--- config.mk ---
export PLATFORM = sky130hd
export DESIGN_NAME = serial_sub_8bit
export DESIGN_NICKNAME = d
export VERILOG_FILES = /design/src/rtl/sub_pkg.sv /design/src/rtl/serial_sub_slice.sv /design/src/rtl/serial_sub_8bit.sv
export SDC_FILE = /design/constraint.sdc
export NUM_CORES = 1
export LEC_CHECK = 0
export ABC_AREA = 1
export CAP_MARGIN = 10
export CORE_MARGIN = 2
export CORE_UTILIZATION = 35
export CTS_CLUSTER_DIAMETER = 30
export DETAILED_ROUTE_END_ITERATION = 6
export PLACE_DENSITY = 0.67
export SLEW_MARGIN = 20
export SYNTH_ARGS = -nofsm -noshare
export SYNTH_HDL_FRONTEND = slang
export SYNTH_HIERARCHICAL = 1
export SYNTH_SLANG_ARGS = --single-unit
--- constraint.sdc ---
create_clock -name clk -period 4 [get_ports clk]
set_clock_uncertainty 0.15 [all_clocks]
set_input_delay 0.4 -clock clk [delete_from_list [all_inputs] [get_ports clk]]
set_output_delay 0.4 -clock clk [all_outputs]
set_load 0.005 [all_outputs]
--- src/rtl/sub_pkg.sv ---
`default_nettype none
// ============================================================================
// Module      : sub_pkg
// Description : Shared definitions for the bit-serial subtractor.
//               - SUB_WIDTH   : default operand/result width
//               - sub_state_t : controller states (IDLE, RUN, DONE)
// Revision    : 1.0 - initial release
// ============================================================================
package sub_pkg;

   localparam int SUB_WIDTH = 8;

   typedef enum logic [1:0] {
      IDLE = 2'd0,
      RUN  = 2'd1,
      DONE = 2'd2
   } sub_state_t;

endpackage
`default_nettype wire

--- src/rtl/serial_sub_slice.sv ---
`default_nettype none
// ============================================================================
// Module      : serial_sub_slice
// Description : One-bit subtract cell, s/cout = a_bit + ~b_bit + cin.
//               Purely combinational; the only arithmetic in the datapath.
// Ports       : a_bit - minuend bit
//               b_bit - subtrahend bit (inverted internally)
//               cin   - carry in
//               s     - sum bit
//               cout  - carry out (majority of the three addends)
// Revision    : 1.0 - initial release
// ============================================================================
module serial_sub_slice (
   input  logic a_bit,
   input  logic b_bit,
   input  logic cin,
   output logic s,
   output logic cout
);

   logic w_nb;

   assign w_nb = ~b_bit;
   assign s    = a_bit ^ w_nb ^ cin;
   assign cout = (a_bit & w_nb) | (a_bit & cin) | (w_nb & cin);

endmodule
`default_nettype wire

--- src/rtl/serial_sub_8bit.sv ---
`default_nettype none
// ============================================================================
// Module      : serial_sub_8bit
// Description : Bit-serial signed subtractor, diff = a - b, computed LSB first
//               as a + ~b + 1 over WIDTH cycles with a single carry flop.
//               Operands and results move through valid/ready handshakes.
// Ports       : clk       - clock, rising edge
//               rst_n     - asynchronous active-low reset
//               in_valid  - operand pair a/b valid
//               in_ready  - idle, operands accepted
//               a, b      - signed minuend / subtrahend
//               out_valid - diff/ovf/uvf valid
//               out_ready - downstream accepts the result
//               diff      - a - b modulo 2^WIDTH
//               ovf / uvf - positive / negative overflow
// Revision    : 1.0 - initial release
// ============================================================================
module serial_sub_8bit
   import sub_pkg::*;
#(
   parameter int WIDTH = SUB_WIDTH
) (
   input  logic             clk,
   input  logic             rst_n,
   input  logic             in_valid,
   output logic             in_ready,
   input  logic [WIDTH-1:0] a,
   input  logic [WIDTH-1:0] b,
   output logic             out_valid,
   input  logic             out_ready,
   output logic [WIDTH-1:0] diff,
   output logic             ovf,
   output logic             uvf
);

   localparam int             CW     = (WIDTH > 1) ? $clog2(WIDTH) : 1;
   localparam logic [CW-1:0]  C_LAST = CW'(WIDTH - 1);

   sub_state_t       r_state;
   logic [WIDTH-1:0] r_a_sr;
   logic [WIDTH-1:0] r_b_sr;
   logic [WIDTH-1:0] r_res;
   logic [WIDTH-1:0] r_diff;
   logic             r_ovf;
   logic             r_uvf;
   logic             r_sa;
   logic             r_sb;
   logic             r_carry;
   logic [CW-1:0]    r_cnt;

   logic             w_s;
   logic             w_cout;
   logic [WIDTH-1:0] w_res_next;

   serial_sub_slice u_slice (
      .a_bit (r_a_sr[0]),
      .b_bit (r_b_sr[0]),
      .cin   (r_carry),
      .s     (w_s),
      .cout  (w_cout)
   );

   // New bit enters at the MSB so after WIDTH shifts the LSB sits at bit 0.
   assign w_res_next = {w_s, r_res[WIDTH-1:1]};

   always_ff @(posedge clk or negedge rst_n) begin
      if (!rst_n) begin
         r_state <= IDLE;
         r_a_sr  <= '0;
         r_b_sr  <= '0;
         r_res   <= '0;
         r_diff  <= '0;
         r_ovf   <= 1'b0;
         r_uvf   <= 1'b0;
         r_sa    <= 1'b0;
         r_sb    <= 1'b0;
         r_carry <= 1'b0;
         r_cnt   <= '0;
      end else begin
         case (r_state)
            IDLE: begin
               if (in_valid) begin
                  r_a_sr  <= a;
                  r_b_sr  <= b;
                  r_sa    <= a[WIDTH-1];
                  r_sb    <= b[WIDTH-1];
                  // Carry-in of 1 completes the two's-complement negation of b.
                  r_carry <= 1'b1;
                  r_cnt   <= '0;
                  r_state <= RUN;
               end
            end
            RUN: begin
               r_a_sr  <= {1'b0, r_a_sr[WIDTH-1:1]};
               r_b_sr  <= {1'b0, r_b_sr[WIDTH-1:1]};
               r_carry <= w_cout;
               r_res   <= w_res_next;
               r_cnt   <= r_cnt + CW'(1);
               if (r_cnt == C_LAST) begin
                  // w_s is the result sign bit; final carry-out is discarded.
                  r_diff  <= w_res_next;
                  r_ovf   <= ~r_sa & r_sb & w_s;
                  r_uvf   <= r_sa & ~r_sb & ~w_s;
                  r_state <= DONE;
               end
            end
            DONE: begin
               if (out_ready) begin
                  r_state <= IDLE;
               end
            end
            default: begin
               r_state <= IDLE;
            end
         endcase
      end
   end

   assign in_ready  = (r_state == IDLE);
   assign out_valid = (r_state == DONE);
   assign diff      = r_diff;
   assign ovf       = r_ovf;
   assign uvf       = r_uvf;

endmodule
`default_nettype wire

==> results of run 1 <==
power breakdown:
| group | switching, uW | internal (uW) |
|---|---|---|
| clock network | 141 | 181 |
| logic | 344 | 262 |
| registers | 121 | 593 |
kinds of logic (layout without fill, tap and decap cells):
family | after synthesis | after routing
buf+inv | 29 | 56
fa+ha+maj | 3 | 3
simple gates | 122 | 122
compound gates | 26 | 26
flops | 41 | 41
cell type report:
type,count,area [um^2],share of cell area
Timing Repair Buffer,32,313,0.139
Sequential cell,41,1030,0.455
Multi-Input combinational cell,151,661,0.293
Tap cell,70,87.6,0.0388
Inverter,17,63.8,0.0283
Clock buffer,5,68.8,0.0305
Clock inverter,2,35.0,0.0155
per-layer routing:
metal | global-route usage | part of all wire | up-vias
met1 | 0.183 | 0.50 | 642
met2 | 0.217 | 0.45 | 29
met5 | 0 | 0 | -
met3 | 0.0367 | 0.033 | 7
met4 | 0.0600 | 0.021 | 0
li1 | - | - | 737
stage by stage:
stage	utilization	total power [uW]	hold slack, ps
5_1_grt	0.447	1800	144
4_1_cts	0.447	1660	103
3_5_place_dp	0.427	1330	316
3_3_place_gp	0.427	1310	312
2_1_floorplan	-	1120	-45.6
6_report	0.447	1640	73.6
cells in the mapped netlist, types with 2 or more instances:
cell,instances
o21ai_0,21
nor2_1,3
buf_4,3
nand2_1,100
buf_2,8
inv_1,17
ha_1,2
nand3_1,18
dfrtp_1,41
o21ai_1,4
final timing paths:
check                                        endpoint  slack [ps]  cells past startpoint
worst max-delay path            r_a_sr[3]$_DFFE_PN0P_        1650                      5
worst min-delay path              diff[7]$_DFFE_PN0P_          70                      1
worst max register to register  r_a_sr[3]$_DFFE_PN0P_        1650                      5
worst min register to register    diff[0]$_DFFE_PN0P_         330                      2
max in group asynchronous        r_res[2]$_DFFE_PN0P_        3070                      1
min in group clk                  diff[0]$_DFFE_PN0P_         330                      2
sequential cells by signal (all words and copies together) (netlist names):
| register | flops |
|---|---|
| r_res | 7 |
| uvf | 1 |
| r_sb | 1 |
| r_sa | 1 |
| r_cnt | 3 |
| ovf | 1 |
| diff | 8 |
| r_state | 2 |
| r_b_sr | 8 |
| r_carry | 1 |
| r_a_sr | 8 |
critical path, cell delays in order (launching register included):
cell and delay (ps):
dfrtp_1 840, nand2_1 790, nand2_1 260, nand2_1 80, nand2_1 60, nand2_1 60
==> results.cfg, run 1 <==
[finish]
fin_area_um2 = 2250
drive_gt1_frac = 0.0403
mostFrequentLayoutCells = nand2_1, dfrtp_1, clkdlybuf4s50_1, o21ai_0, nand3_1
instances_no_fill = 318
syn_to_final_growth_pct = 24.1
nFillCells = 501
antenna_cells = 0
layout_commonest_cell = nand2_1
finalNetCount = 271

[floorplan]
coreArea_um2 = 5040
ioPinCount = 32
die_w_um = 76.0
fp.dieArea_um2 = 5780
rows = 26
die_h_um = 76.0
start_util = 0.360

[worst_setup_path]
crit_start = r_state[0]$_DFFE_PN0P_
path_max_fanout = 32
endpoint_kind = flop
required_ps = 4040
r2r_start = r_state[0]$_DFFE_PN0P_
path_class = reg2reg
critPathLaunchType = flop
cp.arrival_ps = 2390

[clock_network]
clk-insertion-delay-late_ps = 290
ctsResizeCount = 0
hold_buffers = 0
path_clk_slew_ps = 80
cts_buffers = 5
cts_max_path_buffers = 2
post_cts_buffers = 0
clock-root-buffer = clkbuf_8
cts_tree = yes
cts.sink_count = 41
cts_max_level = 2

[routing]
route.detailed.drc = 0
first_iter_violations = 135
vias_per_cell = 4.45
dr_total_vias = 1415
drtAntennaViolNets = 0
firstDrtPassIters = 5
drt_wl_total_um = 3630
wire_per_inst_um = 11.4

[worst_hold_path]
hold_class = in2async

[sta]
maxSlewHeadroom = 0.353
tns_ps = 0
fin_crit_sh = 0.588
final_max_slew_viol_count = 0
timing.fmax_ghz = 0.425
worst_pin_slew_ps = 968
hold_viol = 0
fin_ws_ps = 1650
setup_viol_count_final = 0
period_needed_ps = 2350
rsz0062_at_grt = false

[yosys]
synthTopCellsByArea = dfrtp_1, nand2_1, o21ai_0
yosys.area.top_type = dfrtp_1
synth_top_family_by_area = simple AND/OR/NAND/NOR gates
synth_edf_count = 0
avgSynthCellArea_um2 = 8.22
synth_cell_type_count = 14
synth_top_area_frac = 0.565
seq_area_frac_synth = 0.565
synthAdderAreaFrac = 0.0248
ys_seq_elements = 41
yosys_most_used_dff = dfrtp_1
synth_compound_area_frac = 0.0730
syn_nets = 244
async_flop_share = 1.00
synth_simple_gate_area_frac = 0.266
synth.area.mux_share = 0
postSynthCellCount = 221
synth-xor-area-share = 0
synthesis.area_um2 = 1820
synth_warnings = 6

[grt]
grt_max_degree = 42
antenna_found_initial = 0
grt_usage = 0.139
grt-ovfl-total = 0
grt_pass1_vias = 1388
grt_pass1_wl_um = 6500

[placement]
placed_area_um2 = 2150
numPortBuffers = 31
dp.cells = 311
dp_hpwl_um = 2350
place_congestion = 0.720
pre_cts_ws_ps = 1640

[power_and_ir_drop]
power_leakage_uw = 0.00113
peakVddDrop_mv = 0.237
power.density_nw_per_um2 = 728

[run_status]
outcome = finished clean

[job]
maxCapViolCount = 0
(Power assumes the default switching activity.)
==> run 2: changes to the inputs <==
==> constraint.sdc (replaced) <==
create_clock -name clk -period 2.35 [get_ports clk]
set_clock_uncertainty 0.15 [all_clocks]
set_input_delay 0.235 -clock clk [delete_from_list [all_inputs] [get_ports clk]]
set_output_delay 0.235 -clock clk [all_outputs]
set_load 0.005 [all_outputs]
==> results.cfg, run 2 (synthesis gave the netlist of run 1 again) <==
[run_status]
outcome = finished clean

[worst_setup_path]
cp.arrival_ps = 1690
path_class = reg2out
critPathLaunchType = flop
path_max_fanout = 22
endpoint_kind = output pin
required_ps = 1970
reg2reg_slack_ps = 620

[sta]
fin_crit_sh = 0.884
period_needed_ps = 2080
rsz0062_at_grt = false
setup_viol_count_final = 0
fin_ws_ps = 273
timing.fmax_ghz = 0.482
tns_ps = 0
worst_pin_slew_ps = 894
hold_viol = 0
maxSlewHeadroom = 0.404
final_max_slew_viol_count = 0

[grt]
grt_max_degree = 42
grt_usage = 0.139
grt_pass1_wl_um = 6420
antenna_found_initial = 0
grt_pass1_vias = 1456
grt-ovfl-total = 0

[finish]
antenna_cells = 0
instances_no_fill = 324
mostFrequentLayoutCells = nand2_1, dfrtp_1, clkdlybuf4s50_1, o21ai_0, nand3_1
finalCoreUtilization = 0.457
layout_commonest_cell = nand2_1
syn_to_final_growth_pct = 26.7
finalNetCount = 277
drive_gt1_frac = 0.0591

[placement]
place_congestion = 0.781
pre_cts_ws_ps = 589
numPortBuffers = 31
dp_hpwl_um = 2420
dp.cells = 316

[routing]
firstDrtPassIters = 4
drt_wl_total_um = 3650
wire_per_inst_um = 11.3
first_iter_violations = 57
vias_per_cell = 4.60
drtAntennaViolNets = 0
dr_total_vias = 1489
route.detailed.drc = 0

[power_and_ir_drop]
power.density_nw_per_um2 = 1230
power_leakage_uw = 0.00116
peakVddDrop_mv = 0.595

[clock_network]
clock-root-buffer = clkbuf_8
cts_tree = yes
hold_buffers = 1
cts.sink_count = 41
ctsResizeCount = 0
cts_buffers = 5
cts_max_level = 2
path_clk_slew_ps = 70
clk-insertion-delay-late_ps = 290
cts_max_path_buffers = 2
post_cts_buffers = 0

[floorplan]
die_w_um = 76.0
rows = 26
coreArea_um2 = 5040
die_h_um = 76.0
start_util = 0.360
fp.dieArea_um2 = 5780
ioPinCount = 32

[worst_hold_path]
hold_class = reg2reg

[job]
maxCapViolCount = 0
run 2: cell types whose count changed in the layout (fill, tap and decap cells not counted):
cell | previous run | this run
buf_4 | 1 | 6
dlygate4sd3_1 | 0 | 1
run 2: path summary, 6_finish.rpt:
kind,from,depth (start not counted),end
min in group asynchronous,rst_n,2,diff[7]$_DFFE_PN0P_
worst max-delay path,r_state[0]$_DFFE_PN0P_,2,in_ready
worst min register to register,diff[2]$_DFFE_PN0P_,2,diff[2]$_DFFE_PN0P_
worst min-delay path,diff[2]$_DFFE_PN0P_,2,diff[2]$_DFFE_PN0P_
worst max register to register,r_state[0]$_DFFE_PN0P_,4,r_a_sr[0]$_DFFE_PN0P_
max in group asynchronous,rst_n,2,r_b_sr[2]$_DFFE_PN0P_
run 2: metrics by stage:
stage                     instance area, um^2  hold WS, ps  total power [uW]
after floorplan                          1820         -211              1900
after global placement                   2190          264              2260
after detailed placement                 2190          270              2300
after CTS                                2300          336              2860
after global routing                     2300          364              3100
final                                    2300          332              2830
run 2: power by group:
| group | internal (uW) | switching [uW] | total (uW) |
|---|---|---|---|
| Combinational | 484 | 592 | 1080 |
| Sequential | 1010 | 200 | 1210 |
| Clock | 309 | 238 | 547 |
| Total | 1800 | 1030 | 2830 |
run 2: layout make-up:
cell class	instances	area, um^2
fillers	501	2740
clock inverters	2	35.0
well taps	70	87.6
clock buffers	5	68.8
inverters	17	63.8
repair buffers	38	360
multi-input cells	151	661
flip-flops and latches	41	1030
run 2: critical path, stage by stage, from the launching register on:
cell and delay, ps:
dfrtp_1 650, nor2_2 230, clkdlybuf4s50_1 520
run 2: metal layers:
layer,vias to the layer above,track usage,wire (um)
met1,702,0.170,1680
met4,0,0.0491,63
met2,30,0.235,1760
met5,-,0,0
li1,752,-,-
met3,5,0.0403,138
==> run 3: changes to the inputs <==
--- a/config.mk
+++ b/config.mk
@@ -8,10 +8,10 @@
 export ABC_AREA = 1
 export CAP_MARGIN = 10
 export CORE_MARGIN = 2
-export CORE_UTILIZATION = 35
+export CORE_UTILIZATION = 45
 export CTS_CLUSTER_DIAMETER = 30
 export DETAILED_ROUTE_END_ITERATION = 6
-export PLACE_DENSITY = 0.67
+export PLACE_DENSITY = 0.8
 export SLEW_MARGIN = 20
 export SYNTH_ARGS = -nofsm -noshare
 export SYNTH_HDL_FRONTEND = slang
==> results.cfg, run 3 (synthesis gave the netlist of run 1 again) <==
[worst_setup_path]
critPathLaunchType = flop
cp.arrival_ps = 1630
required_ps = 1970
path_max_fanout = 15
endpoint_kind = output pin
path_class = reg2out

[placement]
dp.cells = 294
numPortBuffers = 31
dp_hpwl_um = 2240
place_congestion = 0.767

[floorplan]
start_util = 0.461
rows = 23
die_h_um = 67.5
fp.dieArea_um2 = 4560
die_w_um = 67.5
coreArea_um2 = 3940
ioPinCount = 32

[clock_network]
cts_max_level = 2
cts_buffers = 5
path_clk_slew_ps = 80
clk-insertion-delay-late_ps = 300
cts.sink_count = 41
cts_max_path_buffers = 2
cts_tree = yes
ctsResizeCount = 0
clock-root-buffer = clkbuf_8

[finish]
instances_no_fill = 303
nFillCells = 365
finalNetCount = 275
antenna_cells = 0
seqCellArea_um2 = 1030
multi_input_area_um2 = 661
drive_gt1_frac = 0.0514
layout_commonest_cell = nand2_1
mostFrequentLayoutCells = nand2_1, dfrtp_1, clkdlybuf4s50_1, o21ai_0, nand3_1
syn_to_final_growth_pct = 23.6

[sta]
period_needed_ps = 2010
maxSlewHeadroom = 0.417
fin_crit_sh = 0.857
setup_viol_count_final = 0
rsz0062_at_grt = false
final_max_slew_viol_count = 0
timing.fmax_ghz = 0.496
tns_ps = 0
worst_pin_slew_ps = 875
hold_viol = 0

[routing]
route.detailed.drc = 0
dr_total_vias = 1431
firstDrtPassIters = 4
highest_layer = met4
drtAntennaViolNets = 0
vias_per_cell = 4.72
first_iter_violations = 159
wl_met3_um = 146
m1WireLength_um = 1620
wl_met2_um = 1510
drt_wl_total_um = 3330
wire_per_inst_um = 11.0

[grt]
grt_usage = 0.166
grt_max_degree = 42
grt_pass1_wl_um = 5490
grt-ovfl-total = 0
grt_pass1_vias = 1266
antenna_found_initial = 0

[power_and_ir_drop]
power.density_nw_per_um2 = 1200
combPwrFrac = 0.393
power_leakage_uw = 0.00113
clkPwrFrac = 0.169
peakVddDrop_mv = 0.515
seq_power_share = 0.438
switching_share = 0.378
intPower_uw = 1680
power_switching_uw = 1020

[run_status]
outcome = finished clean

[job]
maxCapViolCount = 0

[worst_hold_path]
hold_class = reg2reg
==> run 3: worst max-delay path, cell delays in order, from the launching register on <==
cell	delay (ps)
dfrtp_1	480
buf_4	230
nor2_1	110
clkdlybuf4s50_1	500
==> run 3: path summary, 6_finish.rpt <==
kind / slack, ps / cells after the start / to / startpoint
max: 340 / 3 / out_valid / r_state[0]$_DFFE_PN0P_
min: 340 / 2 / r_b_sr[1]$_DFFE_PN0P_ / r_b_sr[1]$_DFFE_PN0P_
max reg2reg: 580 / 4 / diff[0]$_DFFE_PN0P_ / r_state[1]$_DFFE_PN0P_
min reg2reg: 340 / 2 / r_b_sr[1]$_DFFE_PN0P_ / r_b_sr[1]$_DFFE_PN0P_
max in group asynchronous: 1060 / 2 / r_b_sr[2]$_DFFE_PN0P_ / rst_n
min in group asynchronous: 430 / 2 / diff[4]$_DFFE_PN0P_ / rst_n
==> run 3: metal layers <==
layer / vias up / track usage
met5: - / 0
met4: 0 / 0.0918
met3: 6 / 0.0350
met2: 36 / 0.248
met1: 642 / 0.224
li1: 747 / -
==> run 3: layout make-up <==
| type | instances | share of cell area |
|---|---|---|
| Clock buffer | 6 | 0.0323 |
| Clock inverter | 2 | 0.00669 |
| Inverter | 17 | 0.0284 |
| Multi-Input combinational cell | 151 | 0.294 |
| Sequential cell | 41 | 0.457 |
| Tap cell | 50 | 0.0279 |
| Timing Repair Buffer | 36 | 0.154 |
==> run 3: power by group through the flow <==
stage / Combinational [uW] / Sequential [uW] / Clock (uW)
floorplan: 744 / 1160 / 0
global placement: 1040 / 1180 / 0
detailed placement: 1080 / 1190 / 0
CTS: 1080 / 1180 / 467
global route: 1230 / 1220 / 501
finish: 1060 / 1190 / 457
==> run 3: per-stage QoR <==
stage               total power (uW)  area, um^2  utilization  hold slack [ps]  worst slack [ps]
floorplan                       1900        1820            -             -211               942
global placement                2230        2150        0.545              252               656
detailed placement              2270        2150        0.545              257               574
CTS                             2730        2250        0.570              339               343
global route                    2950        2250        0.570              355               259
finish                          2710        2250        0.570              336               336
==> run 3: what timing repair did <==
| item | 4_1_cts | 5_1_grt |
|---|---|---|
| setup buffers | 0 | 0 |
| endpoints found under the hold margin | 41 | 0 |
| hold buffers | 1 | 0 |
